## config.mk

```make
export PLATFORM = sky130hd
export DESIGN_NAME = pulse_hs_rx
export DESIGN_NICKNAME = d
export VERILOG_FILES = /design/src/rtl/pulse_hs_pkg.sv /design/src/rtl/bit_sync.sv /design/src/rtl/pulse_hs_rx.sv
export SDC_FILE = /design/constraint.sdc
export NUM_CORES = 1
export LEC_CHECK = 0
export CAP_MARGIN = 20
export CORE_AREA = 2 2 44 57
export DETAILED_ROUTE_END_ITERATION = 8
export DIE_AREA = 0 0 46 59
export HOLD_SLACK_MARGIN = 0.12
export PLACE_DENSITY = 0.79
export SETUP_SLACK_MARGIN = 0.2
export SLEW_MARGIN = 20
export SYNTH_ARGS = -nofsm -noshare
export SYNTH_HDL_FRONTEND = slang
export SYNTH_SLANG_ARGS = --single-unit
```

## constraint.sdc

```tcl
create_clock -name clk -period 2.2 [get_ports clk]
set_input_delay 0.66 -clock clk [delete_from_list [all_inputs] [get_ports clk]]
set_output_delay 0.66 -clock clk [all_outputs]
set_load 0.03 [all_outputs]
```

## src/rtl/pulse_hs_pkg.sv

```systemverilog
// pulse_hs_pkg: shared states and constants for the four-phase pulse-transfer endpoints
package pulse_hs_pkg;
  typedef enum logic [1:0] {IDLE, VALID, ACK} hs_rx_state_t;
  localparam int HS_SYNC_STAGES_DEF = 2;
  localparam int HS_CNT_W_DEF = 16;
  localparam int HS_SYNC_STAGES_MIN = 2;
  localparam int HS_SYNC_STAGES_MAX = 4;
  localparam logic HS_REQ_ACTIVE = 1'b1;
  localparam logic HS_ACK_ACTIVE = 1'b1;
  function automatic int hs_min_handshake(input int stages);
    return 2 * (stages + 1);
  endfunction
endpackage

```

## src/rtl/bit_sync.sv

```systemverilog
// bit_sync: flop-chain synchronizer with asynchronous active-low reset to 0
module bit_sync #(
  parameter int STAGES = 2
) (
  input  logic clk,
  input  logic rstn,
  input  logic d,
  output logic q
);
  (* async_reg = "true" *) logic [STAGES-1:0] sync_q;
  logic [STAGES-1:0] sync_d;
  always_comb sync_d = {sync_q[STAGES-2:0], d};
  always_ff @(posedge clk or negedge rstn)
    if (!rstn) sync_q <= '0;
    else sync_q <= sync_d;
  assign q = sync_q[STAGES-1];
endmodule

```

## src/rtl/pulse_hs_rx.sv

```systemverilog
// pulse_hs_rx: four-phase req/ack receiver presenting one valid/ready event per request
module pulse_hs_rx
  import pulse_hs_pkg::*;
#(
  parameter int SYNC_STAGES = HS_SYNC_STAGES_DEF,
  parameter int CNT_W = HS_CNT_W_DEF
) (
  input  logic             clk,
  input  logic             rstn,
  input  logic             req_async,
  output logic             ack,
  output logic             evt_valid,
  input  logic             evt_ready,
  output logic [CNT_W-1:0] evt_cnt,
  output logic             err_abort,
  input  logic             err_clr
);
  if (SYNC_STAGES < HS_SYNC_STAGES_MIN || SYNC_STAGES > HS_SYNC_STAGES_MAX)
    $error("pulse_hs_rx: SYNC_STAGES out of range");
  logic req_s;
  logic req_on;
  hs_rx_state_t state_q, state_d;
  logic ack_q, ack_d;
  logic [CNT_W-1:0] evt_cnt_q, evt_cnt_d;
  logic err_abort_q, err_abort_d;
  bit_sync #(.STAGES(SYNC_STAGES)) u_req_sync (
    .clk (clk),
    .rstn(rstn),
    .d   (req_async),
    .q   (req_s)
  );
  assign req_on = req_s == HS_REQ_ACTIVE;
  // Withdrawal in VALID outranks evt_ready; an abort also outranks err_clr.
  always_comb begin
    state_d = state_q;
    ack_d = ack_q;
    evt_cnt_d = evt_cnt_q;
    err_abort_d = err_clr ? 1'b0 : err_abort_q;
    unique case (state_q)
      IDLE: begin
        ack_d = ~HS_ACK_ACTIVE;
        state_d = req_on ? VALID : IDLE;
      end
      VALID: begin
        if (!req_on) begin
          state_d = IDLE;
          err_abort_d = 1'b1;
        end else if (evt_ready) begin
          state_d = ACK;
          ack_d = HS_ACK_ACTIVE;
          evt_cnt_d = evt_cnt_q + CNT_W'(1);
        end
      end
      ACK: begin
        state_d = req_on ? ACK : IDLE;
        ack_d = req_on ? HS_ACK_ACTIVE : ~HS_ACK_ACTIVE;
      end
      default: begin
        state_d = IDLE;
        ack_d = ~HS_ACK_ACTIVE;
      end
    endcase
  end
  always_ff @(posedge clk or negedge rstn)
    if (!rstn) begin
      state_q <= IDLE;
      ack_q <= 1'b0;
      evt_cnt_q <= '0;
      err_abort_q <= 1'b0;
    end else begin
      state_q <= state_d;
      ack_q <= ack_d;
      evt_cnt_q <= evt_cnt_d;
      err_abort_q <= err_abort_d;
    end
  assign ack = ack_q;
  assign evt_valid = state_q == VALID;
  assign evt_cnt = evt_cnt_q;
  assign err_abort = err_abort_q;
endmodule

```

==> results of run 1 <==
-- cell type report --
class	count	share of cell area (%)
flip-flops and latches	22	41.7
well taps	21	1.99
inverters	5	1.42
clock buffers	3	1.70
multi-input cells	58	34.5
repair buffers	29	18.7
-- per-layer routing --
layer / wire [µm] / up-vias / track usage (%)
met3: 55 / 4 / 2.74
met4: 27 / 0 / 8.57
li1: - / 352 / -
met5: 0 / - / 0
met2: 900 / 15 / 24.6
met1: 749 / 358 / 20.4
-- synthesized netlist by cell type (2+ instances only) --
library cell,number
mux2i_1,2
dfrtp_1,22
xor2_1,5
nand2_1,7
nand4_1,2
xnor2_1,10
o21ai_0,2
nor2_1,3
ha_1,5
nand3_1,7
inv_1,5
and3_1,3
-- registers in the layout, indices dropped and copies added, names as in the netlist --
register / flops
u_req_sync.sync_q: 2
evt_cnt: 16
ack: 1
state_q: 2
err_abort: 1
-- cells by family (layout without fill, tap and decap cells) --
group,after synthesis,count (layout),share of synthesized area [%]
buffers and inverters,6,37,2.36
muxes,3,3,3.10
DFF,22,22,54.6
adders and majority gates,5,5,6.20
and+or+nand+nor,32,32,19.1
AOI/OAI and AO/OA,3,3,1.61
xor gates and xnor gates,15,15,13.0
-- power by group through the flow --
stage / clock network [mW] / logic [mW] / registers [mW]
after CTS: 0.182 / 0.421 / 0.538
after detailed placement: 0 / 0.461 / 0.548
after floorplan: 0 / 0.198 / 0.637
after global routing: 0.205 / 0.457 / 0.550
after global placement: 0 / 0.452 / 0.542
final: 0.175 / 0.421 / 0.537
-- repair_timing --
| action | in CTS | in global routing |
|---|---|---|
| resized for setup | 19 | 4 |
| endpoints found under the setup margin | 19 | 3 |
| gates cloned | 0 | 0 |
-- through the flow --
stage	utilization, %	instance area, µm²	std cells	TNS [ns]	power [mW]
3_3_place_gp	61.6	1320	135	-0.179	0.994
4_1_cts	61.5	1320	138	0	1.14
5_1_grt	61.8	1320	138	0	1.21
3_5_place_dp	61.6	1320	135	-0.273	1.01
2_1_floorplan	-	1020	86	0	0.835
6_report	61.8	1320	138	0	1.13
-- final timing paths --
| check | to | cells after the start | slack [ns] | from |
|---|---|---|---|---|
| max in group asynchronous | evt_cnt[6] | 2 | 1.30 | rstn |
| min in group asynchronous | err_abort | 2 | 0.69 | rstn |
| min | u_req_sync.sync_q[1] | 0 | 0.36 | u_req_sync.sync_q[0] |
| max | evt_cnt[15] | 5 | 0.20 | evt_ready |
| max reg2reg | evt_cnt[15] | 7 | 0.27 | state_q[1] |
| min reg2reg | u_req_sync.sync_q[1] | 0 | 0.36 | u_req_sync.sync_q[0] |
==> run_results.csv, run 1 <==
group,metric,value,unit
layout,final_cell_mix,"22 x dfrtp_1, 18 x dlygate4sd2_1, 10 x xnor2_1",
clock_network,cts_hold_buf,0,
logic_synthesis,synthArstFlopShare,100,%
clock_network,cts_setup_buffers,0,
power_and_ir_drop,irDropWorstVdd,0.000554,V
sta,finClkSkew,0.00265,ns
clock_network,clk_path_buf_depth,2,
sta,timing.hold.ws,0.359,ns
logic_synthesis,synth_warnings,0,
layout,drive_gt1_share,14.5,%
worst_setup_path,crit_fanout,3,
layout,regArea,551,µm²
clock_network,htreeDepth,1,
worst_setup_path,critPathMaxStageDelay,0.55,ns
power_and_ir_drop,pwr-share-comb,37.2,%
worst_setup_path,criticalPathCategory,"input pin to flop",
layout,antenna_cells,0,
sta,finalWorstSetupSlack,0.202,ns
grt,antenna_found_initial,0,
clock_network,clk_pin_slew,0.11,ns
power_and_ir_drop,p_int,695,µW
sta,setup_viol,0,
routing,first_pass_iters,3,
placement,io_buffers,23,
routing,wl_per_cell,12.6,µm
worst_setup_path,arrival,2.23,ns
routing,drt_iter0_drc,6,
worst_setup_path,cp_top_family,"simple AND/OR/NAND/NOR gates",
worst_setup_path,crit_buf_inv,1,
worst_setup_path,worstPathCellList,"clkdlybuf4s50_1 -> nand4_4 -> or4_4 -> nor3_2 -> xor2_1",
clock_network,cts_root_buffer,"clkbuf_4",
clock_network,clock-sinks,22,
layout,fin_nets,129,
power_and_ir_drop,switching_share,38.6,%
clock_network,cts_inserted_buffers,3,
logic_synthesis,synth_nets,96,
logic_synthesis,synth_ff_type,"dfrtp_1",
power_and_ir_drop,switchingPower,437,µW
placement,place_congestion,0.737,
logic_synthesis,yosys-top-cells-area,"dfrtp_1 55%, xnor2_1 8.7%, ha_1 6.2%",
logic_synthesis,synth_area,1010,µm²
sta,slew_violations,0,
sta,maxSlewHeadroom,79.4,%
routing,vias,729,
placement,dp_hpwl,1.36,mm
grt,overflow,0,
worst_setup_path,setup.worst_path.end_class,"flop",
clock_network,cts_tree,"built",
sta,finalCriticalPeriod,2.00,ns
layout,nFillCells,197,
floorplanning,rows,19,
sta,grt_setup_unrepaired,"true",
routing,finalWirelength,1.73,mm
logic_synthesis,synth_top_area_share,54.6,%
logic_synthesis,ys_seq_area_share,54.6,%
layout,area_growth,31.0,%
worst_setup_path,slowest_stage,"or4_4",
run_status,status,"finished clean",
job,max-cap-violations,0,
min_path,min_path_type,"flop to flop",
grt,gr-usage-all-layers,15.8,%
clock_network,clock_latency,0.30,ns
routing,drc,0,
routing,ant_nets,0,
worst_setup_path,cp-start-kind,"input pin",
floorplanning,start_util,47.1,%
placement,dp_worst_setup_slack,-0.0982,ns
floorplanning,die_w,46,µm
logic_synthesis,ys_types,25,
routing,via_per_inst,5.28,
grt,grt_max_degree,23,
layout,final_common_cell,"dfrtp_1",
power_and_ir_drop,power_density,857,nW/µm²
logic_synthesis,synth_edf_count,0,
grt,grt_pass1_wl,3.06,mm
power_and_ir_drop,p_leak,0.687,nW
floorplanning,fp.dieH,59,µm
floorplanning,top_level_ports,24,
worst_setup_path,required,2.43,ns
power_and_ir_drop,seq_power_share,47.4,%
logic_synthesis,synth-seq-cells,22,
power_and_ir_drop,clockPowerShare,15.4,%
sta,finalCritPeriodShare,90.8,%
layout,multi_input_area,455,µm²
logic_synthesis,syn_area_per_cell,11.7,µm²
logic_synthesis,postSynthCellCount,86,
floorplanning,core,2140,µm²
floorplanning,die_area,2710,µm²
sta,timing.fmax,0.500,GHz
sta,finalHoldViolations,0,
grt,grt_pass1_vias,700,
sta,tightest_slew,0.310,ns
logic_synthesis,yosys.area.top_type,"dfrtp_1",
Power figures use the tool's default switching activity.
==> run 2: changes to the inputs <==
--- a/config.mk
+++ b/config.mk
@@ -6,11 +6,11 @@
 export NUM_CORES = 1
 export LEC_CHECK = 0
 export CAP_MARGIN = 20
-export CORE_AREA = 2 2 44 57
+export CORE_AREA = 2 2 49 51
 export DETAILED_ROUTE_END_ITERATION = 8
-export DIE_AREA = 0 0 46 59
+export DIE_AREA = 0 0 51 53
 export HOLD_SLACK_MARGIN = 0.12
-export PLACE_DENSITY = 0.79
+export PLACE_DENSITY = 0.8
 export SETUP_SLACK_MARGIN = 0.2
 export SLEW_MARGIN = 20
 export SYNTH_ARGS = -nofsm -noshare
==> run_results.csv, run 2 (synthesized netlist as in run 1, its figures left out) <==
group,metric,value,unit
floorplanning,core,2150,µm²
clock_network,cts_hold_buf,0,
layout,drive_gt1_share,13.6,%
sta,tightest_slew,0.323,ns
floorplanning,die_area,2700,µm²
clock_network,cts_inserted_buffers,3,
worst_setup_path,required,2.42,ns
sta,timing.fmax,0.539,GHz
routing,drc,0,
min_path,worstHoldPathCells,0,
routing,wl_per_cell,12.4,µm
clock_network,clock_latency,0.29,ns
routing,finalWirelength,1.81,mm
layout,final_cell_mix,"22 x dfrtp_1, 18 x dlygate4sd2_1, 10 x xnor2_1",
run_status,status,"finished clean",
layout,largest_register_ffs,16,
grt,grt_pass1_vias,758,
min_path,hold_start,"u_req_sync.sync_q[0]",
layout,finalInstanceArea,1340,µm²
floorplanning,die_w,51,µm
sta,setup_viol,0,
grt,grt_pass1_wl,3.28,mm
clock_network,clk_path_buf_depth,2,
min_path,min_path_type,"flop to flop",
job,max-cap-violations,0,
floorplanning,fp.dieH,53,µm
worst_setup_path,r2r_slack,0.34,ns
sta,finClkSkew,0.00237,ns
min_path,min_to,"u_req_sync.sync_q[1]",
power_and_ir_drop,power,1.14,mW
placement,dp_worst_setup_slack,-0.123,ns
layout,final_common_cell,"dfrtp_1",
grt,antenna_found_initial,0,
worst_setup_path,ff2ff_path_depth,7,
sta,finalCriticalPeriod,1.86,ns
worst_setup_path,setup.worst_path.end_class,"flop",
floorplanning,start_util,46.9,%
routing,first_pass_iters,3,
sta,maxSlewHeadroom,78.4,%
sta,finalCritPeriodShare,84.3,%
worst_setup_path,crit_fanout,7,
worst_setup_path,criticalPathCategory,"flop to flop",
placement,dp_hpwl,1.40,mm
routing,via_per_inst,4.89,
worst_setup_path,r2r-end,"evt_cnt[15]",
grt,grt_max_degree,23,
routing,drt_iter0_drc,6,
layout,nFillCells,180,
floorplanning,top_level_ports,24,
sta,finalWorstSetupSlack,0.345,ns
clock_network,htreeDepth,1,
clock_network,cts_root_buffer,"clkbuf_4",
routing,vias,714,
grt,gr-usage-all-layers,16.8,%
sta,slew_violations,0,
layout,fin_nets,130,
clock_network,clock-sinks,22,
power_and_ir_drop,power_density,853,nW/µm²
worst_setup_path,cp-start-kind,"flop",
worst_setup_path,reg2reg_from,"state_q[1]",
routing,ant_nets,0,
layout,area_growth,32.6,%
grt,overflow,0,
clock_network,clk_pin_slew,0.11,ns
floorplanning,rows,17,
placement,placed_cell_area,1330,µm²
placement,place_congestion,0.748,
power_and_ir_drop,irDropWorstVdd,0.000807,V
clock_network,cts_tree,"built",
layout,antenna_cells,0,
worst_setup_path,arrival,2.07,ns
placement,io_buffers,23,
power_and_ir_drop,p_leak,0.723,nW
sta,finalHoldViolations,0,
sta,grt_setup_unrepaired,"false",
[run 2: routing by layer]
layer	vias up	part of all wire [%]	GRT usage, %
li1	355	-	-
met4	0	1.4	6.76
met5	-	0	0
met3	2	3.0	3.39
met2	11	51	29.0
met1	346	45	20.5
[run 2: critical path, cell delays in order, from the launching register on]
cell and delay (ns):
dfrtp_1 0.39, inv_1 0.11, ha_4 0.14, buf_4 0.16, nand4_4 0.10, or4_4 0.53
nor3_4 0.20, xor2_1 0.16
[run 2: cell type report]
| cell class | count | area (µm²) | share of cell area [%] |
|---|---|---|---|
| Multi-Input combinational cell | 58 | 453 | 33.9 |
| Timing Repair Buffer | 30 | 258 | 19.3 |
| Clock buffer | 3 | 22.5 | 1.68 |
| Inverter | 5 | 18.8 | 1.40 |
| Sequential cell | 22 | 551 | 41.2 |
| Tap cell | 28 | 35.0 | 2.62 |
[run 2: what timing repair did]
item	CTS	global route
pin swaps	0	1
resized for setup	19	4
setup buffers	0	1
cloned	0	0
endpoints found under the setup margin	19	5
[run 2: power breakdown]
part / switching [mW] / internal [mW]
sequential: 0.0667 / 0.468
clock: 0.107 / 0.0635
combinational: 0.264 / 0.172
total: 0.438 / 0.704
[run 2: how the worst max path moves through the flow]
stage	start	to	slack [ns]
after floorplan	state_q[1]	evt_cnt[15]	0.21
after detailed placement	evt_ready	evt_cnt[15]	-0.12
after global routing	state_q[1]	evt_cnt[15]	0.23
final	state_q[1]	evt_cnt[15]	0.34
after global placement	evt_ready	evt_cnt[15]	-0.08
after CTS	state_q[1]	evt_valid	0.14
[run 2: metrics by stage]
| stage | setup TNS, ns | cells | util (%) | hold WS [ns] |
|---|---|---|---|---|
| 6_report | 0 | 146 | 62.3 | 0.370 |
| 5_1_grt | 0 | 146 | 62.3 | 0.392 |
| 4_1_cts | 0 | 145 | 61.7 | 0.376 |
| 3_5_place_dp | -0.367 | 142 | 61.7 | 0.349 |
| 3_3_place_gp | -0.140 | 142 | 61.7 | 0.333 |
| 2_1_floorplan | 0 | 86 | - | 0.331 |
==> run 3: changes to the inputs <==
--- a/config.mk
+++ b/config.mk
@@ -6,11 +6,11 @@
 export NUM_CORES = 1
 export LEC_CHECK = 0
 export CAP_MARGIN = 20
-export CORE_AREA = 2 2 49 51
+export CORE_AREA = 2 2 52 54
 export DETAILED_ROUTE_END_ITERATION = 8
-export DIE_AREA = 0 0 51 53
+export DIE_AREA = 0 0 54 56
 export HOLD_SLACK_MARGIN = 0.12
-export PLACE_DENSITY = 0.8
+export PLACE_DENSITY = 0.75
 export SETUP_SLACK_MARGIN = 0.2
 export SLEW_MARGIN = 20
 export SYNTH_ARGS = -nofsm -noshare
==> constraint.sdc (replaced) <==
create_clock -name clk -period 1.61 [get_ports clk]
set_input_delay 0.483 -clock clk [delete_from_list [all_inputs] [get_ports clk]]
set_output_delay 0.483 -clock clk [all_outputs]
set_load 0.03 [all_outputs]
==> run_results.csv, run 3 (synthesized netlist as in run 1, its figures left out) <==
group,metric,value,unit
clock_network,clock-sinks,22,
grt,grt_pass1_vias,818,
sta,maxSlewHeadroom,81.0,%
run_status,violations,"negative setup slack",
min_path,min_path_type,"flop to flop",
layout,final_cells,175,
power_and_ir_drop,pwr-share-comb,49.3,%
clock_network,clk_path_buf_depth,2,
clock_network,clock_latency,0.29,ns
layout,nFillCells,196,
sta,slew_violations,0,
clock_network,cts_tree,"built",
layout,final_util,64.8,%
power_and_ir_drop,switchingPower,719,µW
worst_setup_path,cp-start-kind,"flop",
layout,fin_nets,157,
placement,place_congestion,0.802,
clock_network,cts_inserted_buffers,3,
sta,grt_setup_unrepaired,"true",
job,max-cap-violations,0,
placement,placed_cell_area,1440,µm²
routing,finalWirelength,2.35,mm
worst_setup_path,worstPathCellList,"inv_2 -> ha_4 -> nand4_4 -> or4_4 -> nor3_2 -> xor2_1",
worst_setup_path,critPathMaxStageDelay,0.51,ns
floorplanning,rows,18,
layout,regArea,552,µm²
grt,antenna_found_initial,0,
layout,area_growth,56.2,%
routing,vias,836,
routing,wl_per_cell,13.4,µm
run_status,status,"complete, but fails checks",
worst_setup_path,crit_fanout,3,
routing,via_per_inst,4.78,
worst_setup_path,arrival,1.91,ns
power_and_ir_drop,power_density,1220,nW/µm²
clock_network,htreeDepth,1,
power_and_ir_drop,seq_power_share,38.1,%
power_and_ir_drop,switching_share,37.5,%
power_and_ir_drop,clockPowerShare,12.6,%
layout,drive_gt1_share,48.3,%
routing,drt_iter0_drc,15,
routing,drc,0,
power_and_ir_drop,p_leak,0.811,nW
clock_network,cts_hold_buf,0,
layout,finalInstanceArea,1580,µm²
placement,dp_cells,160,
sta,tightest_slew,0.285,ns
routing,ant_nets,0,
placement,dp_worst_setup_slack,-0.505,ns
sta,timing.hold.ws,0.363,ns
sta,finalWorstSetupSlack,-0.0740,ns
power_and_ir_drop,irDropWorstVdd,0.00129,V
placement,dp_hpwl,1.49,mm
worst_setup_path,setup.worst_path.end_class,"flop",
floorplanning,die_w,54,µm
layout,antenna_cells,0,
clock_network,cts_root_buffer,"clkbuf_4",
floorplanning,fp.dieH,56,µm
floorplanning,start_util,41.5,%
sta,timing.fmax,0.594,GHz
floorplanning,top_level_ports,24,
grt,gr-usage-all-layers,16.0,%
sta,finalCriticalPeriod,1.68,ns
grt,grt_max_degree,23,
layout,final_cell_mix,"30 x buf_4, 21 x dfrtp_1, 12 x buf_2",
grt,grt_pass1_wl,3.62,mm
grt,overflow,0,
sta,finClkSkew,0.00347,ns
sta,finalHoldViolations,0,
clock_network,clk_pin_slew,0.12,ns
worst_setup_path,crit_buf_inv,1,
sta,finalCritPeriodShare,105,%
floorplanning,core,2430,µm²
layout,final_common_cell,"buf_4",
layout,multi_input_area,500,µm²
routing,first_pass_iters,4,
floorplanning,die_area,3020,µm²
worst_setup_path,cp_top_family,"simple AND/OR/NAND/NOR gates",
power_and_ir_drop,p_int,1.20,mW
worst_setup_path,criticalPathCategory,"flop to flop",
worst_setup_path,required,1.83,ns
layout,largest_register_ffs,16,
sta,setup_viol,5,
placement,io_buffers,23,
worst_setup_path,slowest_stage,"or4_4",
-- run 3: cell count changes in the layout (fill, tap and decap cells not counted), moves of 2 or more --
cell,delta
buf_6,+10
o21ai_0,-2
buf_4,+23
nor3_2,+2
buf_2,+12
nor2_1,-2
nor2_2,+2
o21ai_1,+2
dlygate4sd2_1,-17
-- run 3: worst paths after layout --
| path | startpoint | end | slack (ns) | depth (start not counted) |
|---|---|---|---|---|
| hold reg to reg | u_req_sync.sync_q[0] | u_req_sync.sync_q[1] | 0.36 | 0 |
| setup / recovery | state_q[1] | evt_cnt[15] | -0.07 | 6 |
| hold / removal | u_req_sync.sync_q[0] | u_req_sync.sync_q[1] | 0.36 | 0 |
| max in group asynchronous | rstn | evt_cnt[2] | 0.86 | 2 |
| setup reg to reg | state_q[1] | evt_cnt[15] | -0.07 | 6 |
| min in group asynchronous | rstn | u_req_sync.sync_q[0] | 0.52 | 2 |
-- run 3: timing repair --
item | in CTS | in global routing
buffers inserted | 5 | 7
resized for setup | 96 | 20
pin swaps | 4 | 5
endpoints found under the setup margin | 35 | 23
-- run 3: area by class of cell --
type | instances | share of cell area [%]
clock buffer | 3 | 1.43
tap | 30 | 2.38
sequential | 22 | 35.0
timing repair buffer | 57 | 28.2
multi-input combinational | 58 | 31.8
inverter | 5 | 1.19
-- run 3: through the flow --
| stage | setup TNS, ns | power, mW |
|---|---|---|
| finish | -0.174 | 1.92 |
| global route | -0.642 | 2.02 |
| CTS | -0.185 | 1.72 |
| detailed placement | -5.52 | 1.42 |
| global placement | -4.79 | 1.40 |
| floorplan | -0.904 | 1.16 |
-- run 3: power groups by stage --
stage	Combinational, mW	Sequential, mW	Clock (mW)
finish	0.946	0.730	0.242
global route	1.01	0.740	0.271
CTS	0.751	0.719	0.248
detailed placement	0.685	0.737	0
global placement	0.671	0.732	0
floorplan	0.288	0.872	0
-- run 3: per-layer routing --
layer  global-route usage [%]  wire length (µm)  up-vias  share of wire [%]
met1                     20.5              1060      411                 45
met4                     6.43                27        0                1.1
met3                     1.61                84        2                3.6
li1                         -                 -      409                  -
met2                     26.7              1180       14                 50
met5                        0                 0        -                  0
